<file path="src/rtl/simple_dpram_sclk_if.sv">
// Bus bundle for simple_dpram_sclk: one write port, one read port.
interface simple_dpram_sclk_if #(
    parameter int ADDR_WIDTH = 4,
    parameter int DATA_WIDTH = 8
);
    logic [ADDR_WIDTH-1:0] raddr;
    logic                  re;
    logic [ADDR_WIDTH-1:0] waddr;
    logic                  we;
    logic [DATA_WIDTH-1:0] din;
    logic [DATA_WIDTH-1:0] dout;

    modport master (
        output raddr, re, waddr, we, din,
        input  dout
    );

    modport slave (
        input  raddr, re, waddr, we, din,
        output dout
    );
endinterface

</file>
<file path="src/rtl/simple_dpram_sclk.sv">
// Single-clock simple dual-port RAM, registered read, optional write bypass.
// SIMPLE_DPRAM_OUTREG_EN adds a second output register (2-cycle read).
module simple_dpram_sclk #(
    parameter int ADDR_WIDTH    = 4,
    parameter int DATA_WIDTH    = 8,
    parameter int ENABLE_BYPASS = 1
) (
    input  logic               clk,
    input  logic               rst_n,
    simple_dpram_sclk_if.slave bus
);
    localparam int DEPTH = 1 << ADDR_WIDTH;

    if (ADDR_WIDTH < 1) begin : g_bad_aw
        $error("simple_dpram_sclk: ADDR_WIDTH must be >= 1");
    end
    if (DATA_WIDTH < 1) begin : g_bad_dw
        $error("simple_dpram_sclk: DATA_WIDTH must be >= 1");
    end

    logic [DATA_WIDTH-1:0] mem_q [DEPTH];
    logic [DATA_WIDTH-1:0] rdata_q;
    logic [DATA_WIDTH-1:0] wdata_q;
    logic                  byp_q;
    logic                  coll_d;
    logic [DATA_WIDTH-1:0] rmux_d;

    assign coll_d = (ENABLE_BYPASS != 0) && bus.we &&
                    (bus.raddr == bus.waddr);

    always_ff @(posedge clk) begin
        if (rst_n && bus.we) begin
            mem_q[bus.waddr] <= bus.din;
        end
    end

    // Read-first array access; collisions are served from wdata_q.
    always_ff @(posedge clk) begin
        if (!rst_n) begin
            rdata_q <= '0;
            wdata_q <= '0;
            byp_q   <= 1'b0;
        end else if (bus.re) begin
            rdata_q <= mem_q[bus.raddr];
            byp_q   <= coll_d;
            if (coll_d) begin
                wdata_q <= bus.din;
            end
        end
    end

    assign rmux_d = byp_q ? wdata_q : rdata_q;

`ifdef SIMPLE_DPRAM_OUTREG_EN
    logic                  re_q;
    logic [DATA_WIDTH-1:0] out_q;

    always_ff @(posedge clk) begin
        if (!rst_n) begin
            re_q  <= 1'b0;
            out_q <= '0;
        end else begin
            re_q <= bus.re;
            if (re_q) begin
                out_q <= rmux_d;
            end
        end
    end

    assign bus.dout = out_q;
`else
    assign bus.dout = rmux_d;
`endif
endmodule

</file>
<file path="src/flat_wrapper.sv">
// flat-port wrapper written by rule: the top's interface ports become plain ports
module simple_dpram_sclk_flat 
#(
    parameter int ADDR_WIDTH    = 4,
    parameter int DATA_WIDTH    = 8,
    parameter int ENABLE_BYPASS = 1
)
  (clk, rst_n, bus_raddr, bus_re, bus_waddr, bus_we, bus_din, bus_dout);
  simple_dpram_sclk_if #(.ADDR_WIDTH(ADDR_WIDTH), .DATA_WIDTH(DATA_WIDTH)) bus_i ();
  input  logic clk;
  input  logic rst_n;
  input wire logic [$bits(bus_i.raddr)-1:0] bus_raddr;
  input wire logic [$bits(bus_i.re)-1:0] bus_re;
  input wire logic [$bits(bus_i.waddr)-1:0] bus_waddr;
  input wire logic [$bits(bus_i.we)-1:0] bus_we;
  input wire logic [$bits(bus_i.din)-1:0] bus_din;
  output wire logic [$bits(bus_i.dout)-1:0] bus_dout;
  assign bus_i.raddr = bus_raddr;
  assign bus_i.re = bus_re;
  assign bus_i.waddr = bus_waddr;
  assign bus_i.we = bus_we;
  assign bus_i.din = bus_din;
  assign bus_dout = bus_i.dout;
  simple_dpram_sclk #(.ADDR_WIDTH(ADDR_WIDTH), .DATA_WIDTH(DATA_WIDTH), .ENABLE_BYPASS(ENABLE_BYPASS)) u_core (.clk(clk), .rst_n(rst_n), .bus(bus_i));
endmodule
</file>
<file path="config.mk">
export PLATFORM = sky130hd
export DESIGN_NAME = simple_dpram_sclk_flat
export DESIGN_NICKNAME = d
export VERILOG_FILES = /design/src/rtl/simple_dpram_sclk_if.sv /design/src/rtl/simple_dpram_sclk.sv /design/src/flat_wrapper.sv
export SDC_FILE = /design/constraint.sdc
export NUM_CORES = 1
export LEC_CHECK = 0
export ABC_CLOCK_PERIOD_IN_PS = 4500
export CAP_MARGIN = 25
export CORE_ASPECT_RATIO = 1.5
export CORE_MARGIN = 4
export CORE_UTILIZATION = 25
export DETAILED_ROUTE_END_ITERATION = 8
export HOLD_SLACK_MARGIN = 0.12
export PLACE_DENSITY = 0.4
export SKIP_LAST_GASP = 1
export SLEW_MARGIN = 20
export SYNTH_ARGS = -nofsm -noshare
export SYNTH_HDL_FRONTEND = slang
export SYNTH_SLANG_ARGS = --single-unit
export TNS_END_PERCENT = 1
</file>
<file path="constraint.sdc">
create_clock -name clk -period 4.5 [get_ports clk]
set_input_delay 0.9 -clock clk [delete_from_list [all_inputs] [get_ports clk]]
set_output_delay 0.9 -clock clk [all_outputs]
set_load 0.03 [all_outputs]
</file>
# [After elaboration in Yosys (flattened, before gate mapping)]
# Memory sizes are Yosys's and may differ from the RTL's. A register that Yosys moved wholly into a read port is not among the register bits.
# Cells that the tools add are included.
[op_classes] n_eq_ne=1 n_mux=3 reduce_logical=4
[op_table] cell="8-bit two-way mux" count=1
[op_table] cell="4-bit == test" count=1
[op_table] cell="1-bit logical AND" count=2
[op_table] cell="1-bit two-way mux" count=2
[op_table] cell="2-bit AND reduction" count=1
[op_table] cell="1-bit zero test" count=1
[word_totals] reg_bits=9 ram_bits=128 inputBits=20 output_inout_bits=8 wordCells=11 memories=1
[mem_list] memory="u_core.mem_q" depth=16 word_bits=8 read_ports=1 rd_clocked_by_memory_dff=1 wr=1 line_no="simple_dpram_sclk.sv:21" rtl="logic [DATA_WIDTH-1:0] mem_q [DEPTH];"

# [Logic depth before layout (Yosys ltp)]
# Gate-level depths: netlist of the first run.
[logic_depth] depth_word=3 ltp_mapped=6 ltp_nobuf=4

# [Least setup slack after synthesis of the first run]
# No wires, ideal clock.
[synth_timing] path_kind="in2reg" start="input port bus_waddr[2]" end="memory u_core.mem_q[0][0], enable pin" setup_time_ps=383 t_arrival_ps=1930 required_time_ps=4117 slack_ps=2187 path_stages=2 n_path_buf=0 cell_sequence="or3_1 -> nor3_1"
[synth_lines] element="start, declared" line_no="flat_wrapper.sv:14" rtl="input wire logic [$bits(bus_i.waddr)-1:0] bus_waddr;"
[synth_lines] element="end, declared" line_no="simple_dpram_sclk.sv:21"
# Straight into the memory's write port.

# [Worst setup path after layout of the first run]
[layout_timing] start="register u_core.byp_q" end="output port bus_dout[5]"
[layout_between] elab_chain_len=1
[layout_lines] element="start, declared" line_no="simple_dpram_sclk.sv:24" rtl="logic byp_q;"
[layout_lines] element="start signal, assigned" line_no="simple_dpram_sclk.sv:45" rtl="byp_q <= coll_d;"
[layout_lines] element="8-bit two-way mux" line_no="simple_dpram_sclk.sv:52" rtl="assign rmux_d = byp_q ? wdata_q : rdata_q;"
[layout_lines] element="end, declared" line_no="flat_wrapper.sv:17" rtl="output wire logic [$bits(bus_i.dout)-1:0] bus_dout;"
# Every way passes these cells.

==> results of run 1 <==
==> final cells by class <==
type	count	share of cell area [%]
Sequential cell	145	60.15
Multi-Input combinational cell	212	21.30
Clock buffer	22	7.142
Tap cell	315	5.666
Timing Repair Buffer	34	4.605
Clock inverter	10	1.043
Inverter	1	0.05397
Antenna cell	1	0.03598
==> final timing paths <==
path	start	endpoint	slack [ps]	cells after the start
max	u_core.byp_q	bus_dout[5]	1670	2
min	u_core.rdata_q[0]	u_core.rdata_q[0]	470	2
max reg2reg	u_core.mem_q[15][6]	u_core.rdata_q[6]	3310	4
min reg2reg	u_core.rdata_q[0]	u_core.rdata_q[0]	470	2
==> sequential cells by signal, summed over array words and instances, names as in the netlist <==
| signal | count |
|---|---|
| u_core.wdata_q | 8 |
| u_core.byp_q | 1 |
| u_core.rdata_q | 8 |
| u_core.mem_q | 128 |
==> worst max-delay path, delay by kind of cell, from the launching register on <==
kind                   cells  cell delay [ps]
buffers and inverters      1              590
DFF                        1              540
muxes                      1              390
==> routing by layer <==
layer	track usage, %	vias to the layer above
met5	0	-
met4	6.048	0
met3	1.907	18
met2	21.99	87
met1	13.50	1662
li1	-	1521
==> cells in the mapped netlist <==
| library cell | instances | area, µm² |
|---|---|---|
| nand2b_1 | 2 | 12.51 |
| buf_6 | 2 | 22.52 |
| and3_1 | 2 | 12.51 |
| a22oi_1 | 24 | 180.2 |
| or3_1 | 1 | 6.260 |
| and2_1 | 1 | 6.260 |
| buf_8 | 3 | 45.04 |
| edfxtp_1 | 128 | 3844 |
| nand4_1 | 1 | 6.260 |
| xnor2_1 | 4 | 35.03 |
| nand2_1 | 20 | 75.07 |
| nor2_1 | 15 | 56.30 |
| a21oi_1 | 17 | 85.08 |
| buf_2 | 8 | 40.04 |
| nor3_1 | 4 | 20.02 |
| buf_12 | 2 | 40.04 |
| mux2_2 | 8 | 90.09 |
| nand4b_1 | 1 | 8.760 |
| nor2_2 | 2 | 12.51 |
| inv_2 | 1 | 3.750 |
| nand3_1 | 35 | 175.2 |
| o21ai_0 | 8 | 40.04 |
| nor2b_1 | 3 | 18.77 |
| dfxtp_1 | 17 | 340.3 |
| clkbuf_1 | 1 | 3.750 |
| mux2i_1 | 64 | 640.6 |
| buf_4 | 3 | 22.52 |
==> per-stage QoR <==
step,hold slack [ps],worst slack (ps)
floorplan,421.6,2187
global placement,455.8,1487
detailed placement,457.7,1494
CTS,471.0,1630
global route,502.6,1605
finish,468.6,1665
==> cell families (layout without fill, tap and decap cells) <==
kind of cell	count (synthesis)	after routing	share of synthesized area (%)
AO/OA/AOI/OAI	49	49	5.225
XOR/XNOR	4	4	0.5995
buffers and inverters	20	67	3.041
flip-flops	145	145	71.61
multiplexers	72	72	12.51
other	0	1	0
AND/OR/NAND/NOR	87	87	7.024
==> where the power goes <==
| group | internal (µW) | switching (µW) |
|---|---|---|
| registers | 1490 | 9.39 |
| logic | 68.0 | 124 |
| clock network | 790 | 545 |
==> impl_metrics.json, run 1 <==
{
  "ir_worst_vdd_v": 0.0002251,
  "cts.repair.resized": 0,
  "drc_errors": 0,
  "pin_count": 28,
  "cpPeakStageDelay_ps": 590,
  "outcome": "finished, final reports clean",
  "core_area_um2": 23060,
  "grt_first_pass_wirelength_um": 22380,
  "vias": 3288,
  "ant_nets": 0,
  "multi_input_area_um2": 1481,
  "cp_slowest_cell": "clkdlybuf4s50_1",
  "drtPass1Iterations": 5,
  "seq_area_frac_synth_pct": 71.61,
  "drt-total-wl_um": 15590,
  "finClkSkew_ps": 11.73,
  "fin_area_um2": 6955,
  "portBuffers": 27,
  "critPathCaptureType": "output port",
  "antenna_found_initial": 0,
  "cts_buffers": 17,
  "p_total_uw": 3021,
  "holdBufCountCts": 0,
  "dieArea_um2": 25930,
  "leakagePower_uw": 0.002356,
  "wl_met1_um": 6017,
  "layout.nets": 431,
  "synth_area_um2": 5843,
  "relSlewSlack_pct": 38.08,
  "initial_core_util_pct": 25.34,
  "drive_above_1_share_pct": 11.56,
  "cts_setup_buffers": 0,
  "fin_tns_setup_ps": 0,
  "synth_fp_nets": 397,
  "hold_class": "flip-flop to flip-flop",
  "p_per_area_nw_per_um2": 434.4,
  "hold_viol_final": 0,
  "critPathMaxFanout": 9,
  "crit_arrival_ps": 1930,
  "dr_wl_met2_um": 8530,
  "max_freq_mhz": 352.7,
  "drv_slew": 0,
  "final_core_util_pct": 30.17,
  "finalSetupViolCount": 0,
  "final_common_cell": "edfxtp_1",
  "dr_wl_met3_um": 506,
  "clockBufferDepth": 2,
  "n_fill_cell": 2286,
  "grt_max_degree": 52,
  "place_area_um2": 6384,
  "fin_cells": 740,
  "top_layer": "met4",
  "synthCells": 377,
  "clkLatencyLatePin_ps": 410,
  "path_clk_slew_ps": 60,
  "grt_overflow_total": 0,
  "finalCriticalPeriod_ps": 2835,
  "register_area_um2": 4184,
  "cts_tree": "built",
  "maxCapViolCount": 0,
  "rows": 68,
  "fp.dieW_um": 132.8,
  "layout_common_cells": "128 x edfxtp_1, 64 x mux2i_1, 35 x nand3_1, 26 x clkdlybuf4s50_1, 24 x a22oi_1",
  "gp_congestion": 0.8109,
  "grt_pass1_vias": 3317,
  "cts-root-buf": "clkbuf_16",
  "ys_ff_latch": 145,
  "initialDrtViolationCount": 242,
  "fp.dieH_um": 195.2,
  "rsz0062_at_grt": "false",
  "viasPerCell": 4.443,
  "tightest_slew_ps": 925.8,
  "placed_cells": 707,
  "htreeDepth": 4,
  "yosysUniqueCellTypes": 27,
  "critPathKind": "flip-flop to output port",
  "worstPathRequired_ps": 3600,
  "grt_usage_pct": 12.07,
  "period_share_pct": 63.00,
  "crit_chain": "mux2_2 -> clkdlybuf4s50_1",
  "cts_sinks": 145,
  "avgRoutedWirePerCell_um": 21.07,
  "dp_hpwl_um": 10800,
  "crit_path_start_kind": "flip-flop",
  "syn_area_per_cell_um2": 15.50,
  "area_delta_synth_final_pct": 19.04,
  "yosys_warnings": 0
}
Power figures use the tool's default switching activity.
==> run 2, diff against run 1 <==
--- a/config.mk
+++ b/config.mk
@@ -5,14 +5,14 @@
 export SDC_FILE = /design/constraint.sdc
 export NUM_CORES = 1
 export LEC_CHECK = 0
-export ABC_CLOCK_PERIOD_IN_PS = 4500
+export ABC_CLOCK_PERIOD_IN_PS = 2320
 export CAP_MARGIN = 25
 export CORE_ASPECT_RATIO = 1.5
 export CORE_MARGIN = 4
 export CORE_UTILIZATION = 25
 export DETAILED_ROUTE_END_ITERATION = 8
 export HOLD_SLACK_MARGIN = 0.12
-export PLACE_DENSITY = 0.4
+export PLACE_DENSITY = 0.41
 export SKIP_LAST_GASP = 1
 export SLEW_MARGIN = 20
 export SYNTH_ARGS = -nofsm -noshare
==> constraint.sdc (replaced) <==
create_clock -name clk -period 2.32 [get_ports clk]
set_input_delay 0.464 -clock clk [delete_from_list [all_inputs] [get_ports clk]]
set_output_delay 0.464 -clock clk [all_outputs]
set_load 0.03 [all_outputs]
==> impl_metrics.json, run 2 (synthesized netlist as in run 1, its figures left out) <==
{
  "grt_max_degree": 26,
  "cts_tree": "built",
  "final_core_util_pct": 31.36,
  "drc_errors": 0,
  "htreeDepth": 4,
  "ir_worst_vdd_v": 0.0004694,
  "portBuffers": 27,
  "fin_area_um2": 7231,
  "place_area_um2": 6596,
  "clockBufferDepth": 2,
  "core_area_um2": 23060,
  "path_clk_slew_ps": 60,
  "cts-root-buf": "clkbuf_16",
  "crit_arrival_ps": 1820,
  "critPathCaptureType": "output port",
  "cp_top_family": "buffers and inverters",
  "p_per_area_nw_per_um2": 842.9,
  "avgRoutedWirePerCell_um": 18.89,
  "r2r_slack_ps": 1230,
  "cpPeakStageDelay_ps": 590,
  "grt_usage_pct": 11.69,
  "critPathMaxFanout": 9,
  "crit_chain": "mux2_2 -> clkdlybuf4s50_1",
  "setup.worst_path.start": "u_core.byp_q",
  "rsz0062_at_grt": "true",
  "final_common_cell": "edfxtp_1",
  "pin_count": 28,
  "largest_reg_flops": 128,
  "hp-start": "u_core.wdata_q[5]",
  "hold_viol_final": 0,
  "clkLatencyLatePin_ps": 410,
  "hold_class": "flip-flop to flip-flop",
  "drt-total-wl_um": 14430,
  "multi_input_area_um2": 1481,
  "relSlewSlack_pct": 53.19,
  "drtPass1Iterations": 4,
  "finalSetupViolCount": 0,
  "grt_first_pass_wirelength_um": 22070,
  "regMostFlops": "u_core.mem_q",
  "n_fill_cell": 2272,
  "cts_buffers": 17,
  "ant_nets": 0,
  "dieArea_um2": 25930,
  "tightest_slew_ps": 701.3,
  "viasPerCell": 4.267,
  "grt_pass1_vias": 3397,
  "finClkSkew_ps": 6.685,
  "register_area_um2": 4185,
  "period_share_pct": 98.25,
  "dp_hpwl_um": 10470,
  "gp_congestion": 0.7834,
  "maxCapViolCount": 0,
  "rows": 68,
  "critPathKind": "flip-flop to output port",
  "layout_common_cells": "128 x edfxtp_1, 64 x mux2i_1, 35 x nand3_1, 31 x buf_4",
  "antenna_found_initial": 0,
  "fp.dieW_um": 132.8,
  "top_regs": "u_core.mem_q (128), u_core.rdata_q (8), u_core.wdata_q (8)",
  "vias": 3260,
  "initial_core_util_pct": 25.34,
  "r2r_start": "u_core.mem_q[6][7]",
  "cp_slowest_cell": "clkdlybuf4s50_1",
  "layout.nets": 456,
  "leakagePower_uw": 0.002546,
  "holdBufCountCts": 0,
  "n_antenna_cell": 0,
  "grt_overflow_total": 0,
  "worst-path-buf-inv": 1,
  "drive_above_1_share_pct": 16.93,
  "initialDrtViolationCount": 303,
  "area_delta_synth_final_pct": 23.75,
  "fp.dieH_um": 195.2,
  "max_freq_mhz": 438.7,
  "crit_path_start_kind": "flip-flop",
  "finalCriticalPeriod_ps": 2279,
  "worstPathRequired_ps": 1860,
  "outcome": "finished, final reports clean",
  "drv_slew": 0,
  "cts_sinks": 145
}
## run 2: final timing paths
check / to / cells after the start
worst min register to register: u_core.wdata_q[5] / 2
worst min-delay path: u_core.wdata_q[5] / 2
worst max register to register: u_core.rdata_q[7] / 4
worst max-delay path: bus_dout[6] / 2
## run 2: where the power goes
group	leakage [µW]	switching, µW	internal [µW]
logic	0.000934	235	151
clock network	0.000320	1000	1810
registers	0.00129	19.1	2880
total	0.00255	1250	4840
## run 2: layer usage
metal  GRT usage [%]  up-vias  routed length (µm)
li1                -     1571                   -
met5               0        -                   0
met4           4.276        0                 224
met1           14.11     1607                6019
met2           20.46       72                7594
met3           2.423       10                 592
## run 2: through the flow
| step | hold WS (ps) | TNS, ps | instances | worst slack [ps] | power [µW] |
|---|---|---|---|---|---|
| 2_1_floorplan | 421.6 | 0 | 377 | 442.7 | 3162 |
| 3_3_place_gp | 470.0 | 0 | 732 | 156.3 | 3348 |
| 3_5_place_dp | 466.0 | 0 | 732 | 187.3 | 3350 |
| 4_1_cts | 475.7 | 0 | 764 | 13.28 | 6161 |
| 5_1_grt | 493.9 | -160.2 | 764 | -32.15 | 6310 |
| 6_report | 472.7 | 0 | 764 | 40.65 | 6095 |
## run 2: area by class of cell
class	instances	share of cell area (%)
sequential	145	57.88
multi-input combinational	212	20.49
clock buffer	25	7.891
timing repair buffer	59	7.389
tap	315	5.451
clock inverter	7	0.8479
inverter	1	0.05191
## run 2: worst register-to-register path, cell delays in order (launching register included)
cell,delay [ps]
edfxtp_1,350
mux2i_1,250
a22oi_1,140
nand3_1,160
nand3_1,80
## run 2: timing repair
action,CTS,global route
endpoints found under the setup margin,8,7
setup buffers,0,0
gates resized for setup,2,1
==> run 3, diff against run 2 <==
--- a/config.mk
+++ b/config.mk
@@ -6,13 +6,13 @@
 export NUM_CORES = 1
 export LEC_CHECK = 0
 export ABC_CLOCK_PERIOD_IN_PS = 2320
-export CAP_MARGIN = 25
+export CAP_MARGIN = 20
 export CORE_ASPECT_RATIO = 1.5
 export CORE_MARGIN = 4
 export CORE_UTILIZATION = 25
+export CTS_CLUSTER_DIAMETER = 60
 export DETAILED_ROUTE_END_ITERATION = 8
 export HOLD_SLACK_MARGIN = 0.12
-export PLACE_DENSITY = 0.41
 export SKIP_LAST_GASP = 1
 export SLEW_MARGIN = 20
 export SYNTH_ARGS = -nofsm -noshare
==> impl_metrics.json, run 3 (synthesized netlist as in run 1, its figures left out) <==
{
  "r2r_start": "u_core.mem_q[2][2]",
  "n_fill_cell": 2260,
  "top_regs": "u_core.mem_q (128), u_core.rdata_q (8), u_core.wdata_q (8)",
  "largest_reg_flops": 128,
  "avgRoutedWirePerCell_um": 17.43,
  "dp_hpwl_um": 9424,
  "layout.nets": 458,
  "finalSetupViolCount": 0,
  "ant_nets": 0,
  "crit_path_start_kind": "flip-flop",
  "cts_sinks": 145,
  "finClkSkew_ps": 4.884,
  "crit_arrival_ps": 1800,
  "cp_top_family": "buffers and inverters",
  "antenna_found_initial": 0,
  "grt_usage_pct": 10.49,
  "grt_overflow_total": 0,
  "vias": 3369,
  "fin_area_um2": 7179,
  "dr_wl_met3_um": 657,
  "tightest_slew_ps": 707.0,
  "worstPathRequired_ps": 1860,
  "multi_input_area_um2": 1481,
  "dr_wl_met2_um": 6896,
  "path_clk_slew_ps": 60,
  "regMostFlops": "u_core.mem_q",
  "layout_common_cells": "128 x edfxtp_1, 64 x mux2i_1, 35 x nand3_1, 34 x buf_4, 25 x clkdlybuf4s50_1",
  "cts_tree": "built",
  "fp.dieW_um": 132.8,
  "grt_pass1_vias": 3539,
  "pre_cts_slack_ps": 124.0,
  "portBuffers": 27,
  "rows": 68,
  "fin_tns_setup_ps": 0,
  "fp.dieH_um": 195.2,
  "crit_chain": "mux2_2 -> clkdlybuf4s50_1",
  "p_total_uw": 5931,
  "hp-start": "u_core.rdata_q[6]",
  "place_area_um2": 6599,
  "critPathMaxFanout": 9,
  "critPathKind": "flip-flop to output port",
  "top_layer": "met4",
  "initial_core_util_pct": 25.34,
  "finalCriticalPeriod_ps": 2265,
  "cts-root-buf": "clkbuf_16",
  "outcome": "finished, final reports clean",
  "drt-total-wl_um": 13340,
  "cts_buffers": 17,
  "cts_setup_buffers": 0,
  "drtPass1Iterations": 5,
  "drv_slew": 0,
  "relSlewSlack_pct": 52.82,
  "setup.worst_path.start": "u_core.byp_q",
  "clockBufferDepth": 2,
  "hold_class": "flip-flop to flip-flop",
  "pin_count": 28,
  "grt_max_degree": 21,
  "p_per_area_nw_per_um2": 826.1,
  "worst-path-buf-inv": 1,
  "cpPeakStageDelay_ps": 600,
  "gp_congestion": 0.8095,
  "dieArea_um2": 25930,
  "timing.hold.ws_ps": 476.4,
  "drc_errors": 0,
  "initialDrtViolationCount": 282,
  "final_common_cell": "edfxtp_1",
  "cp_slowest_cell": "clkdlybuf4s50_1",
  "period_share_pct": 97.63,
  "worst_slack_ps": 54.87,
  "core_area_um2": 23060,
  "max_freq_mhz": 441.5,
  "wl_met1_um": 5538,
  "n_antenna_cell": 0,
  "critPathCaptureType": "output port",
  "maxCapViolCount": 0,
  "clkLatencyLatePin_ps": 410,
  "register_area_um2": 4185,
  "ir_worst_vdd_v": 0.0004869,
  "hold_viol_final": 0,
  "rsz0062_at_grt": "true",
  "leakagePower_uw": 0.002506,
  "grt_first_pass_wirelength_um": 20320,
  "drive_above_1_share_pct": 16.00,
  "viasPerCell": 4.404,
  "htreeDepth": 4,
  "area_delta_synth_final_pct": 22.87
}
run 3: cell types whose count changed in the layout (fill, tap and decap cells not counted), moves of 2 or more:
cell and change:
clkinv_4 +3, clkbuf_16 -4, clkbuf_1 +2, bufinv_16 +2
buf_4 +3, clkbuf_8 -3, clkinv_2 -4, clkinv_1 +3
run 3: power breakdown:
| group | internal (µW) | total, µW | switching, µW |
|---|---|---|---|
| Sequential | 2880 | 2900 | 17.8 |
| Combinational | 150 | 382 | 232 |
| Clock | 1670 | 2650 | 977 |
run 3: layer usage:
layer | vias up | global-route usage [%]
li1 | 1573 | -
met1 | 1677 | 12.29
met2 | 104 | 18.18
met3 | 15 | 2.423
met4 | 0 | 4.700
met5 | - | 0
run 3: tightest hold or removal path: cells and delay by family (launching register included):
family	cells	cell delay, ps
DFF	1	320
and+or+nand+nor	2	110
run 3: cell type report:
type                       instances  area share [%]
multi-input combinational        212           20.63
timing repair buffer              61           7.494
clock buffer                      20           6.082
clock inverter                    11           1.952
sequential                       145           58.30
tap                              315           5.490
inverter                           1         0.05228
run 3: final timing paths:
check / slack, ps / depth (start not counted) / to
min reg2reg: 480 / 2 / u_core.rdata_q[6]
max: 50 / 2 / bus_dout[2]
max reg2reg: 1210 / 4 / u_core.rdata_q[2]
min: 480 / 2 / u_core.rdata_q[6]
run 3: timing repair:
action	in CTS	in global routing
endpoints found under the setup margin	8	2
gates resized for setup	1	1
hold buffers	0	0
run 3: through the flow:
step	utilization, %	instances
final	31.14	765
after floorplan	-	377
after detailed placement	28.62	734
after CTS	31.13	765
after global placement	28.62	734
after global routing	31.14	765
